===== src/rtl/cond_pkg.sv =====
// Shared condition-path types: flag vector layout and the {valid, flags} pending entry.
// Used by flag_register_unit and condition_checker.
package cond_pkg;

    localparam int FLAG_N = 3;
    localparam int FLAG_Z = 2;
    localparam int FLAG_C = 1;
    localparam int FLAG_V = 0;
    localparam int FLAGS_BITS = 4;

    typedef struct packed {
        logic n;
        logic z;
        logic c;
        logic v;
    } flags_t;

    typedef struct packed {
        logic   valid;
        flags_t flags;
    } flag_entry_t;

    localparam flag_entry_t FLAG_ENTRY_EMPTY = '{valid: 1'b0, flags: '0};

    // Youngest pending write wins; fall back to the committed flags.
    function automatic flags_t fwd_select(flag_entry_t m, flag_entry_t w, flags_t arch);
        flags_t sel;
        if (m.valid)
            sel = m.flags;
        else if (w.valid)
            sel = w.flags;
        else
            sel = arch;
        return sel;
    endfunction

endpackage


===== src/rtl/flag_stage_reg.sv =====
// One pending-flag pipeline slot: a {valid, flags} register with clear, load and hold.
// Clear dominates load so a kill always empties the slot even when it would advance.
module flag_stage_reg
    import cond_pkg::*;
(
    input  logic        clk,
    input  logic        rst,
    input  logic        i_clear,
    input  logic        i_load,
    input  flag_entry_t i_d,
    output flag_entry_t o_q
);

    flag_entry_t r_entry;

    always_ff @(posedge clk) begin
        if (!rst)
            r_entry <= FLAG_ENTRY_EMPTY;
        else if (i_clear)
            r_entry <= FLAG_ENTRY_EMPTY;
        else if (i_load)
            r_entry <= i_d;
    end

    assign o_q = r_entry;

endmodule


===== src/rtl/flag_register_unit.sv =====
// Architectural N/Z/C/V register with two pending stages (M, W) and forwarding to the
// condition checker; flags commit from W and only registered state drives the outputs.
module flag_register_unit
    import cond_pkg::*;
#(
    parameter int FLAG_W = 4
) (
    input  logic              clk,
    input  logic              rst,
    input  logic              valid_e,
    input  logic              FlagW_e,
    input  logic              CondEx_e,
    input  logic [FLAG_W-1:0] ALUFlags_e,
    input  logic              stall,
    input  logic              flush_m,
    output logic [FLAG_W-1:0] Flags,
    output logic [FLAG_W-1:0] ArchFlags,
    output logic              pending
);

    logic        w_wr_e;
    logic        w_advance;
    flag_entry_t w_entry_e;
    flag_entry_t w_entry_m;
    flag_entry_t w_entry_w;
    flags_t      w_fwd;
    flags_t      r_arch;

    assign w_wr_e    = valid_e & FlagW_e & CondEx_e;
    assign w_advance = ~stall;
    assign w_entry_e = '{valid: w_wr_e, flags: flags_t'(ALUFlags_e)};

    // A flush empties M even under stall; W keeps the older instruction's write.
    flag_stage_reg u_stage_m (
        .clk     (clk),
        .rst     (rst),
        .i_clear (flush_m),
        .i_load  (w_advance),
        .i_d     (w_entry_e),
        .o_q     (w_entry_m)
    );

    flag_stage_reg u_stage_w (
        .clk     (clk),
        .rst     (rst),
        .i_clear (1'b0),
        .i_load  (w_advance),
        .i_d     (w_entry_m),
        .o_q     (w_entry_w)
    );

    always_ff @(posedge clk) begin
        if (!rst)
            r_arch <= '0;
        else if (w_advance && w_entry_w.valid)
            r_arch <= w_entry_w.flags;
    end

    assign w_fwd     = fwd_select(w_entry_m, w_entry_w, r_arch);
    assign Flags     = w_fwd;
    assign ArchFlags = r_arch;
    assign pending   = w_entry_m.valid | w_entry_w.valid;

endmodule


===== config.mk =====
export PLATFORM = sky130hd
export DESIGN_NAME = flag_register_unit
export DESIGN_NICKNAME = d
export VERILOG_FILES = /design/src/rtl/cond_pkg.sv /design/src/rtl/flag_stage_reg.sv /design/src/rtl/flag_register_unit.sv
export SDC_FILE = /design/constraint.sdc
export NUM_CORES = 1
export LEC_CHECK = 0
export ABC_AREA = 0
export ABC_CLOCK_PERIOD_IN_PS = 2300
export CAP_MARGIN = 5
export CORE_MARGIN = 2
export CORE_UTILIZATION = 47
export DETAILED_ROUTE_END_ITERATION = 10
export GPL_TIMING_DRIVEN = 0
export PLACE_DENSITY = 0.88
export SLEW_MARGIN = 5
export SYNTH_ARGS = -nofsm -noshare
export SYNTH_HDL_FRONTEND = slang
export SYNTH_SLANG_ARGS = --single-unit

===== constraint.sdc =====
create_clock -name clk -period 2.3 [get_ports clk]
set_input_delay 0.46 -clock clk [delete_from_list [all_inputs] [get_ports clk]]
set_output_delay 0.46 -clock clk [all_outputs]
set_load 0.01 [all_outputs]

* Word level (Yosys, flattened, before mapping)
Index checks and enable logic that the tools add are counted.
** Storage, ports and cells
- Flip-flop bits (word level) :: 14
** Operators by class
- Multiplexer cells :: 2
- Bitwise gates (word level) :: 5
- Reduce and logical (&&, ||, !) cells :: 2
** Operators with widths (count)
- $mux W4 :: 2
- $and A1 B1 Y1 :: 2
- $not A1 Y1 :: 2
- $reduce_or A2 Y1 :: 1
- $logic_and A1 B1 Y1 :: 1
- $or A1 B1 Y1 :: 1

* Logic depth before layout (Yosys ltp)
Gate-level depths: netlist of the first run.
- Word-level depth :: 2
- Depth in mapped cells :: 5
- Depth with buffers taken out :: 3

* Cells and area by module
From an unflattened synthesis of the first run, not the netlist that was laid out.
** Second synthesis, totals
- Cell total of the unflattened synthesis :: 65
- Area, all modules :: 649.4 um^2
** Modules (own cells, without submodules)
- flag_stage_reg :: instances 2, cells each 17, area an instance 186.4 um^2, sequential area each 100.1 um^2
- flag_register_unit :: instances 1, cells each 31, area an instance 276.5 um^2, sequential area each 80.1 um^2

* Least setup slack after synthesis of the first run
Ideal clock, no wire load.
- Path kind :: reg-to-output
- From :: register u_stage_w.r_entry (netlist bit u_stage_w.o_q[4])
- To :: output port Flags[0]
- Arrival :: 0.796 ns
- Data required time :: 1.840 ns
- Slack :: 1.044 ns
- Cell stages (with the launch flop) :: 4
- Path buffers :: 1
- Cells stage by stage :: dfxtp_1 buf_6 mux2i_1 o21ai_0
** Between the ends
- Longest elaborated chain between the ends :: 2
** Ends and longest elaborated chain
- start: declaration :: RTL line flag_stage_reg.sv:14 : flag_entry_t r_entry;
- start signal: assignment :: RTL line flag_stage_reg.sv:22 : r_entry <= i_d;
- $mux W4 :: RTL line cond_pkg.sv:30 : else if (w.valid)
- $mux W4 :: RTL line cond_pkg.sv:28 : if (m.valid)
- end: declaration :: RTL line flag_register_unit.sv:16 : output logic [FLAG_W-1:0] Flags,
Every way passes these cells.

* Worst setup path in the final report of the first run
- From :: register u_stage_m.r_entry (netlist bit u_stage_m.o_q[4])
- To :: output port Flags[0]
** Between the ends
- Longest elaborated chain between the ends :: 1
** Ends and longest elaborated chain (RTL line)
- start: declaration :: flag_stage_reg.sv:14
- start signal: assignment :: flag_stage_reg.sv:22
- $mux W4 :: cond_pkg.sv:28
Every way passes these cells.

==> results, run 1 <==
- The clock drives 14 sinks.
- The category of the critical setup timing path is reg2out.
- The total via count after detailed routing is 483.
- The number of nets handed over by synthesis was 73.
- The flow ran to the end, and the final reports show no timing, DRC or antenna violations.
- The overall die width is 40.8 um.
- The detailed-placement wirelength estimate is 846 um.
- The number of hold buffers added after cts is 0.
- The die covers 1670 um2.
- The clock passes through at most 2 buffers.
- Clock tree synthesis selected as its root buffer the cell sky130_fd_sc_hd__clkbuf_4.
- The top fanout value on the critical path is 10.
- At the end of routability-driven placement, the weighted congestion stood at 0.674.
- The final number of max-transition violations came to 0.
- The remaining design rule violation count is 0.
- The cell count after synthesis is 62.
- The post-CTS clock slew at the launch and capture registers of the worst setup and hold paths is 0.07 ns.
- Dividing the detail-routed via count by the number of cells gives 4.88.
- The depth of the CTS H-tree is 1.
- The worst setup path is captured at a primary output.
- Summed over all failing endpoints, the final setup total negative slack is 0 ns.
- The relative slew slack is 75.2%.
- The number of gates resized after CTS is 0.
- In this run the count of I/O pins placed on the die edge is 20.
- The number of nets in the layout is 97.
- During placement, the flow inserted port buffers numbering 19.
- The critical path launch point type is a register.
- The critical path contains buffers and inverters numbering 2 combined.
- The finished cells cover 870 um2.
- The filler cells instantiated in the layout total 114.
- The area growth from synthesis to layout is 36.3%.
- Wires add up to 1140 um.
- Synthesis inferred 14 register bits.
- The number of max-cap violations is 0.
- The synthesized area divided by synthesized cell count is 10.3 um2.
- For this run, the register share of the synthesized area comes to 43.9%.
- In the global route stage, overall resource usage came out at 18.1%.
- The overflow left after global routing is 0.
- Leaving out fill and tap cells, the most frequent cell in the layout is sky130_fd_sc_hd__clkdlybuf4s50_1.
- The setup-violating endpoint count in the final report is 0.
- The pin count of the biggest net entering global routing is 11.
- The worst-case IR drop observed on VDD is 0.351 mV.
- TritonCTS built the clock tree.
- The total clock buffers created by CTS is 3.
- The number of diodes is 0.
- The worst min-delay path category is reg2reg.
- At the pin with the least slew margin, the transition time is 0.371 ns.
- The count of unique library cells instantiated by Yosys is 13.
- The core region is 1280 um2.
- The first-pass GRT wire length is 1870 um.
- The worst-skew pair later-pin latency is 0.27 ns.
- The static leakage power is 0.312 nW.
- The die extent in y is 40.8 um.
- Among cell families on the critical path, the largest total delay comes from buffers and inverters.
- The critical path's slowest cell is sky130_fd_sc_hd__clkdlybuf4s50_1.
- The violation count after the first detailed-routing iteration is 4.
- The placed instances occupy a cell area of 847 um2.
- The time the worst path needs with I/O delays and setup is 2.13 ns.
- The count of endpoints failing hold in the final timing report is 0.
- The highest achievable clock rate is 470 MHz.
- Leaving out fill and tap cells, the most frequent cells in the layout are sky130_fd_sc_hd__clkdlybuf4s50_1 (19), sky130_fd_sc_hd__mux2i_1 (17), sky130_fd_sc_hd__dfxtp_1 (14).
- The layout cell share with drive strength beyond 1 is 9.52%.
- The floorplan has 13 rows.
- The data arrival time of the critical path is 1.67 ns.
- Across the routed clock network, the largest skew measured is 0.000347 ns.
- The portion of the clock cycle consumed by the worst path in the final layout is 92.6%.
- The longest individual stage delay on the worst path is 0.57 ns.
- The signal on the critical path passes through clkbuf_1 -> nand2_1 -> o21ai_0 -> clkdlybuf4s50_1.
- The summed instance area of the synthesized netlist is 638 um2.
- The detail route stage leaves a number of antenna-violating nets equal to 0.
- Dividing the detail-routed wire length by the instance count gives 11.5 um.
- Setup repair after global routing left no endpoint under its margin.
- During synthesis, Yosys emitted a total of 0 warnings.
- The initial antenna violation count was 0.
- The first detailed-routing pass took 4 iterations.
- The power density normalized to cell area is 481 nW/um2.
- The via count of the first global-routing pass was 444.
- The worst path required time is 1.84 ns.
- The number of buffers inserted to repair setup after CTS is 0.
- The initial core utilization is 49.7%.
[cell type report]
| class | instances | area (um2) | area share, % |
|---|---|---|---|
| timing repair buffer | 19 | 190 | 21.9 |
| clock buffer | 3 | 22.5 | 2.59 |
| sequential | 14 | 280 | 32.2 |
| multi-input combinational | 44 | 320 | 36.8 |
| tap | 15 | 18.8 | 2.16 |
| buffer | 4 | 37.5 | 4.32 |
[cells in the mapped netlist]
library cell	number	area share, %
sky130_fd_sc_hd__a21oi_1	1	0.78
sky130_fd_sc_hd__buf_6	3	5.3
sky130_fd_sc_hd__clkbuf_1	1	0.59
sky130_fd_sc_hd__dfxtp_1	14	44
sky130_fd_sc_hd__mux2i_1	17	27
sky130_fd_sc_hd__nand2_1	5	2.9
sky130_fd_sc_hd__nand2b_1	1	0.98
sky130_fd_sc_hd__nand4b_1	1	1.4
sky130_fd_sc_hd__nor2_1	4	2.4
sky130_fd_sc_hd__nor2b_1	9	8.8
sky130_fd_sc_hd__nor2b_4	1	2.2
sky130_fd_sc_hd__o21ai_0	4	3.1
sky130_fd_sc_hd__or2_2	1	0.98
[worst register-to-register path, cell delays in order, from the launching register on]
cell                      delay, ns
sky130_fd_sc_hd__dfxtp_1       0.33
sky130_fd_sc_hd__buf_6         0.13
sky130_fd_sc_hd__nor2b_4       0.14
sky130_fd_sc_hd__buf_6         0.12
sky130_fd_sc_hd__mux2i_1       0.20
sky130_fd_sc_hd__nor2b_1       0.06
[per-layer routing]
| layer | global-route usage [%] | wire length, um | part of all wire, % |
|---|---|---|---|
| met5 | 0 | 0 | 0 |
| met4 | 12.5 | 12 | 1.1 |
| met3 | 4.89 | 43 | 3.8 |
| met2 | 28.9 | 534 | 47 |
| met1 | 20.7 | 546 | 48 |
[cells by family (layout without fill, tap and decap cells)]
| logic type | count (synthesis) | in the layout | share of synthesized area (%) |
|---|---|---|---|
| muxes | 17 | 17 | 26.7 |
| and+or+nand+nor | 22 | 22 | 19.6 |
| buffers and inverters | 4 | 26 | 5.88 |
| AOI/OAI and AO/OA | 5 | 5 | 3.92 |
| DFF | 14 | 14 | 43.9 |
[state kept, by name, summed over array words and instances (netlist names)]
| name | count |
|---|---|
| ArchFlags | 4 |
| u_stage_m.o_q | 5 |
| u_stage_w.o_q | 5 |
[through the flow]
stage                     hold WS, ns  setup WS (ns)  util [%]  instances  total power, mW
after floorplan                 0.481           1.04         -         62            0.272
final                           0.527          0.171      67.7         99            0.418
after CTS                       0.526          0.153      67.7         99            0.425
after detailed placement        0.509          0.458      65.9         96            0.296
after global placement          0.487          0.507      65.9         96            0.295
after global routing            0.574        0.00441      67.7         99            0.436
[power by group]
part	internal [mW]	leakage (nW)	total [mW]	switching (mW)
sequential	0.246	0.113	0.249	0.00279
clock	0.0605	0.0138	0.128	0.0679
combinational	0.0271	0.185	0.0413	0.0142
[final timing paths]
path                                    to                          start  depth (start not counted)  slack (ns)
max reg2reg      ArchFlags[0]$_SDFFE_PN0P_  u_stage_w.o_q[4]$_SDFFE_PN0N_                          5        1.22
max                               Flags[0]  u_stage_m.o_q[4]$_SDFFE_PP0N_                          4        0.17
min reg2reg  u_stage_w.o_q[4]$_SDFFE_PN0N_  u_stage_m.o_q[4]$_SDFFE_PP0N_                          2        0.53
min          u_stage_w.o_q[4]$_SDFFE_PN0N_  u_stage_m.o_q[4]$_SDFFE_PP0N_                          2        0.53
(Power assumes the default switching activity.)
==> inputs of run 2 (changes only) <==
ABC_CLOCK_PERIOD_IN_PS = 1800   (was 2300)
CORE_MARGIN = not set   (was 2)
CORE_UTILIZATION = 39   (was 47)
PLACE_DENSITY = 0.79   (was 0.88)
clock period = 1.8 ns   (was 2.3 ns; I/O delays follow)
==> run 2 against run 1 <==
  * Setup slack got worse by 0.0019 ns
  * Utilization fell by 10 points
  * Critical path type unchanged
  * Largest power group unchanged
  * Clock power grew 74%
  * Sequential power grew 28%
  * Final cell count rose by 1.0%
  * Critical path depth unchanged
  * Wire length rose by 0.26%
  * Clock-buffer cell count is 1 higher
  * Sequential share of layout area down 0.087 points
  * Combinational power is 26% higher
  * Flip-flop and latch count stayed put
==> results, run 2 (synthesis results as in run 1) <==
- The slack of the critical path was 0.169 ns (was 0.171 ns).
- The top fanout value on the critical path is 7 (was 10).
- The switching part of the total power was 20.4% (was 20.3%).
- The number of routed nets with antenna violations is 0 (unchanged).
- The total clock buffers created by CTS is 3 (unchanged).
- The critical path launch point type was a register (unchanged).
- The worst clock skew on the final layout came to 0.00620 ns (was 0.000347 ns).
- The worst setup slack after placement is 0.0977 ns (was 0.458 ns).
- The buffer cell driving the clock tree root is sky130_fd_sc_hd__clkbuf_4 (unchanged).
- The floorplan die area came to 1800 um2 (was 1670 um2).
- Leading cell types in the layout, fill and taps excluded: sky130_fd_sc_hd__mux2i_1 (17), sky130_fd_sc_hd__clkdlybuf4s50_1 (14), sky130_fd_sc_hd__dfxtp_1 (13) (was sky130_fd_sc_hd__clkdlybuf4s50_1 (19), sky130_fd_sc_hd__mux2i_1 (17), sky130_fd_sc_hd__dfxtp_1 (14)).
- The worst path required time is 1.44 ns (was 1.84 ns).
- The post-CTS clock slew at the launch and capture registers of the worst setup and hold paths is 0.09 ns (was 0.07 ns).
- The final instance count without filler cells is 100 (was 99).
- The global routing usage on met2 is 21.5% (was 28.9%).
- The fraction of met3 tracks used by global routing is 3.02% (was 4.89%).
- The overflow left after global routing is 0 (unchanged).
- The number of diodes was 0 (unchanged).
- The initial core utilization came to 41.9% (was 49.7%).
- The multi-input gate area in the final layout was 320 um2 (unchanged).
- The post-route total power is 593 uW (was 418 uW).
- The relative slew slack is 79.9% (was 75.2%).
- The category of the critical setup timing path is reg2out (unchanged).
- The longest individual stage delay on the worst path is 0.33 ns (was 0.57 ns).
- The count of endpoints failing hold in the final timing report is 0 (unchanged).
- The number of nets in the layout came to 96 (was 97).
- The layout overhead on the synthesized area is 37.3% (was 36.3%).
- The violation count after the first detailed-routing iteration is 4 (unchanged).
- The via count of the first global-routing pass is 434 (was 444).
- The switching power summed over all nets is 121 uW (was 84.8 uW).
- The worst hold slack across all endpoints is 0.531 ns (was 0.527 ns).
- The static leakage power came to 0.343 nW (was 0.312 nW).
- In the finished design, the share of the clock period the worst path needs comes to 90.6%.
- The total negative slack for setup checks is 0 ns (unchanged).
- The number of max-cap violations is 0 (unchanged).
- The number of buffers inserted to repair setup after CTS is 0 (unchanged).
- The combinational group share of total power is 8.8% (was 9.9%).
- The area used by sequential logic in the layout was 282 um2 (was 280 um2).
- The total via count after detailed routing came to 481 (was 483).
- The busiest layer in global routing is met2 (unchanged).
- The routed wire length is 1140 um (about the same).
- The remaining design rule violation count came to 0 (unchanged).
- The count of input and output buffers is 19 (unchanged).
- The routability congestion estimate is 0.669 (was 0.674).
- The buffer and inverter count on the worst path is 2 (unchanged).
- The depth of the CTS H-tree came to 1 (unchanged).
- The placeable core area was 1520 um2 (was 1280 um2).
- The area of all placed cells without fillers is 876 um2 (was 870 um2).
- The critical path's slowest cell is sky130_fd_sc_hd__dfxtp_1 (was sky130_fd_sc_hd__clkdlybuf4s50_1).
- The utilization after layout was 57.5% (was 67.7%).
- The pin count of the biggest net entering global routing is 12 (was 11).
- The relative contribution of sequential cells to total power is 53.7% (was 59.4%).
- The met1 routing resource usage after global routing was 19.0% (was 20.7%).
- The die extent in y is 42.5 um (was 40.8 um).
- The part of the total power dissipated in the clock network was 37.5% (was 30.7%).
- Critical Path, Cell by Cell: buf_6 -> mux2i_1 -> o21ai_0 -> dlygate4sd2_1 (was clkbuf_1 -> nand2_1 -> o21ai_0 -> clkdlybuf4s50_1).
- The clock tree from TritonCTS is built (unchanged).
- The average vias per placed instance is 4.81 (was 4.88).
- The number of optimization iterations in the first detailed-route pass is 4 (unchanged).
- The largest voltage drop on the vdd net is 0.359 mV (was 0.351 mV).
- The final-layout fill cell count is 146 (was 114).
- The time the worst path needs with I/O delays and setup is 1.63 ns.
- The global routing usage summed across all routing layers is 14.3% (was 18.1%).
- The detailed-placement wirelength estimate is 817 um (was 846 um).
- The total instance count after detailed placement was 97 (was 96).
- The initial antenna violation count is 0 (unchanged).
- The row count came to 14 (was 13).
- The layout cell share with drive strength beyond 1 was 11.9% (was 9.52%).
- The number of top-level pins is 20 (unchanged).
- The final number of max-transition violations is 0 (unchanged).
- The deepest clock path buffer count is 2 (unchanged).
- The overall die width is 42.5 um (was 40.8 um).
- The setup-violating endpoint count in the final report is 0 (unchanged).
- The routed length per instance is 11.4 um (was 11.5 um).
- The clock sink count came to 14 (unchanged).
- The placed cell area is 848 um2 (was 847 um2).
- Run status: complete, no violations (unchanged).
- The highest achievable clock rate is 613 MHz.
- The internal power is 472 uW (was 334 uW).
- The commonest non-fill, non-tap cell in the layout is sky130_fd_sc_hd__mux2i_1 (was sky130_fd_sc_hd__clkdlybuf4s50_1).
- Unrepaired setup endpoints after global routing: no (unchanged).
- The capturing element type of the critical path was a primary output (unchanged).
- The actual transition at the worst max-transition pin is 0.301 ns (was 0.371 ns).
- The power density normalized to cell area was 677 nW/um2 (was 481 nW/um2).
- The data arrival time of the critical path is 1.27 ns (was 1.67 ns).
- The top cell family by delay on the critical path was buffers and inverters (unchanged).
- The worst-skew pair later-pin latency is 0.28 ns (was 0.27 ns).
- The number of hold buffers added after cts is 0 (unchanged).
- The first-pass GRT wire length is 1900 um (was 1870 um).
- The worst min-delay path category was reg2reg (unchanged).
==> run 2: cell count changes in the layout (fill, tap and decap cells not counted), sizes merged <==
cell / before / now
clkdlybuf4s50: 19 / 14
dlygate4sd2: 0 / 5
==> run 2: routing by layer <==
| layer | routed length [um] | vias to the layer above |
|---|---|---|
| met5 | 0 | - |
| li1 | - | 252 |
| met1 | 578 | 209 |
| met2 | 486 | 16 |
| met3 | 53 | 4 |
| met4 | 21 | 0 |
==> run 2: path summary, 6_finish.rpt <==
kind / slack, ns / cells past startpoint / from / to
setup / recovery: 0.17 / 4 / u_stage_w.o_q[4]$_SDFFE_PN0N_ / Flags[1]
hold / removal: 0.53 / 2 / u_stage_m.o_q[0]$_SDFFE_PP0N_ / u_stage_w.o_q[0]$_SDFFE_PN0N_
setup reg to reg: 0.73 / 5 / u_stage_w.o_q[4]$_SDFFE_PN0N_ / ArchFlags[2]$_SDFFE_PN0P_
hold reg to reg: 0.53 / 2 / u_stage_m.o_q[0]$_SDFFE_PP0N_ / u_stage_w.o_q[0]$_SDFFE_PN0N_
==> run 2: layout make-up <==
cell class / instances / area share [%]
flip-flops and latches: 14 / 32.1
multi-input cells: 44 / 36.6
clock buffers: 4 / 4.14
repair buffers: 19 / 21.0
plain buffers: 3 / 3.86
well taps: 16 / 2.29
==> run 2: tightest hold or removal path, stage by stage, from the launching register on <==
cell	delay, ns
sky130_fd_sc_hd__dfxtp_1	0.33
sky130_fd_sc_hd__mux2i_1	0.12
sky130_fd_sc_hd__nor2b_1	0.05
==> run 2: power by group through the flow <==
stage / clock (mW) / sequential, mW / combinational, mW
after floorplan: 0 / 0.324 / 0.0240
after global placement: 0 / 0.325 / 0.0532
after detailed placement: 0 / 0.325 / 0.0535
after CTS: 0.228 / 0.318 / 0.0525
after global routing: 0.245 / 0.319 / 0.0562
final: 0.223 / 0.318 / 0.0520
==> run 2: what timing repair did <==
item	4_1_cts	5_1_grt
setup endpoints to repair	5	0
resized for setup	6	0
endpoints found under the hold margin	0	0
==> inputs of run 3 (changes only) <==
ABC_CLOCK_PERIOD_IN_PS = not set   (was 1800)
==> results of run 3 <==
No change in the layout: final DEF, timing and power equal those of run 2.
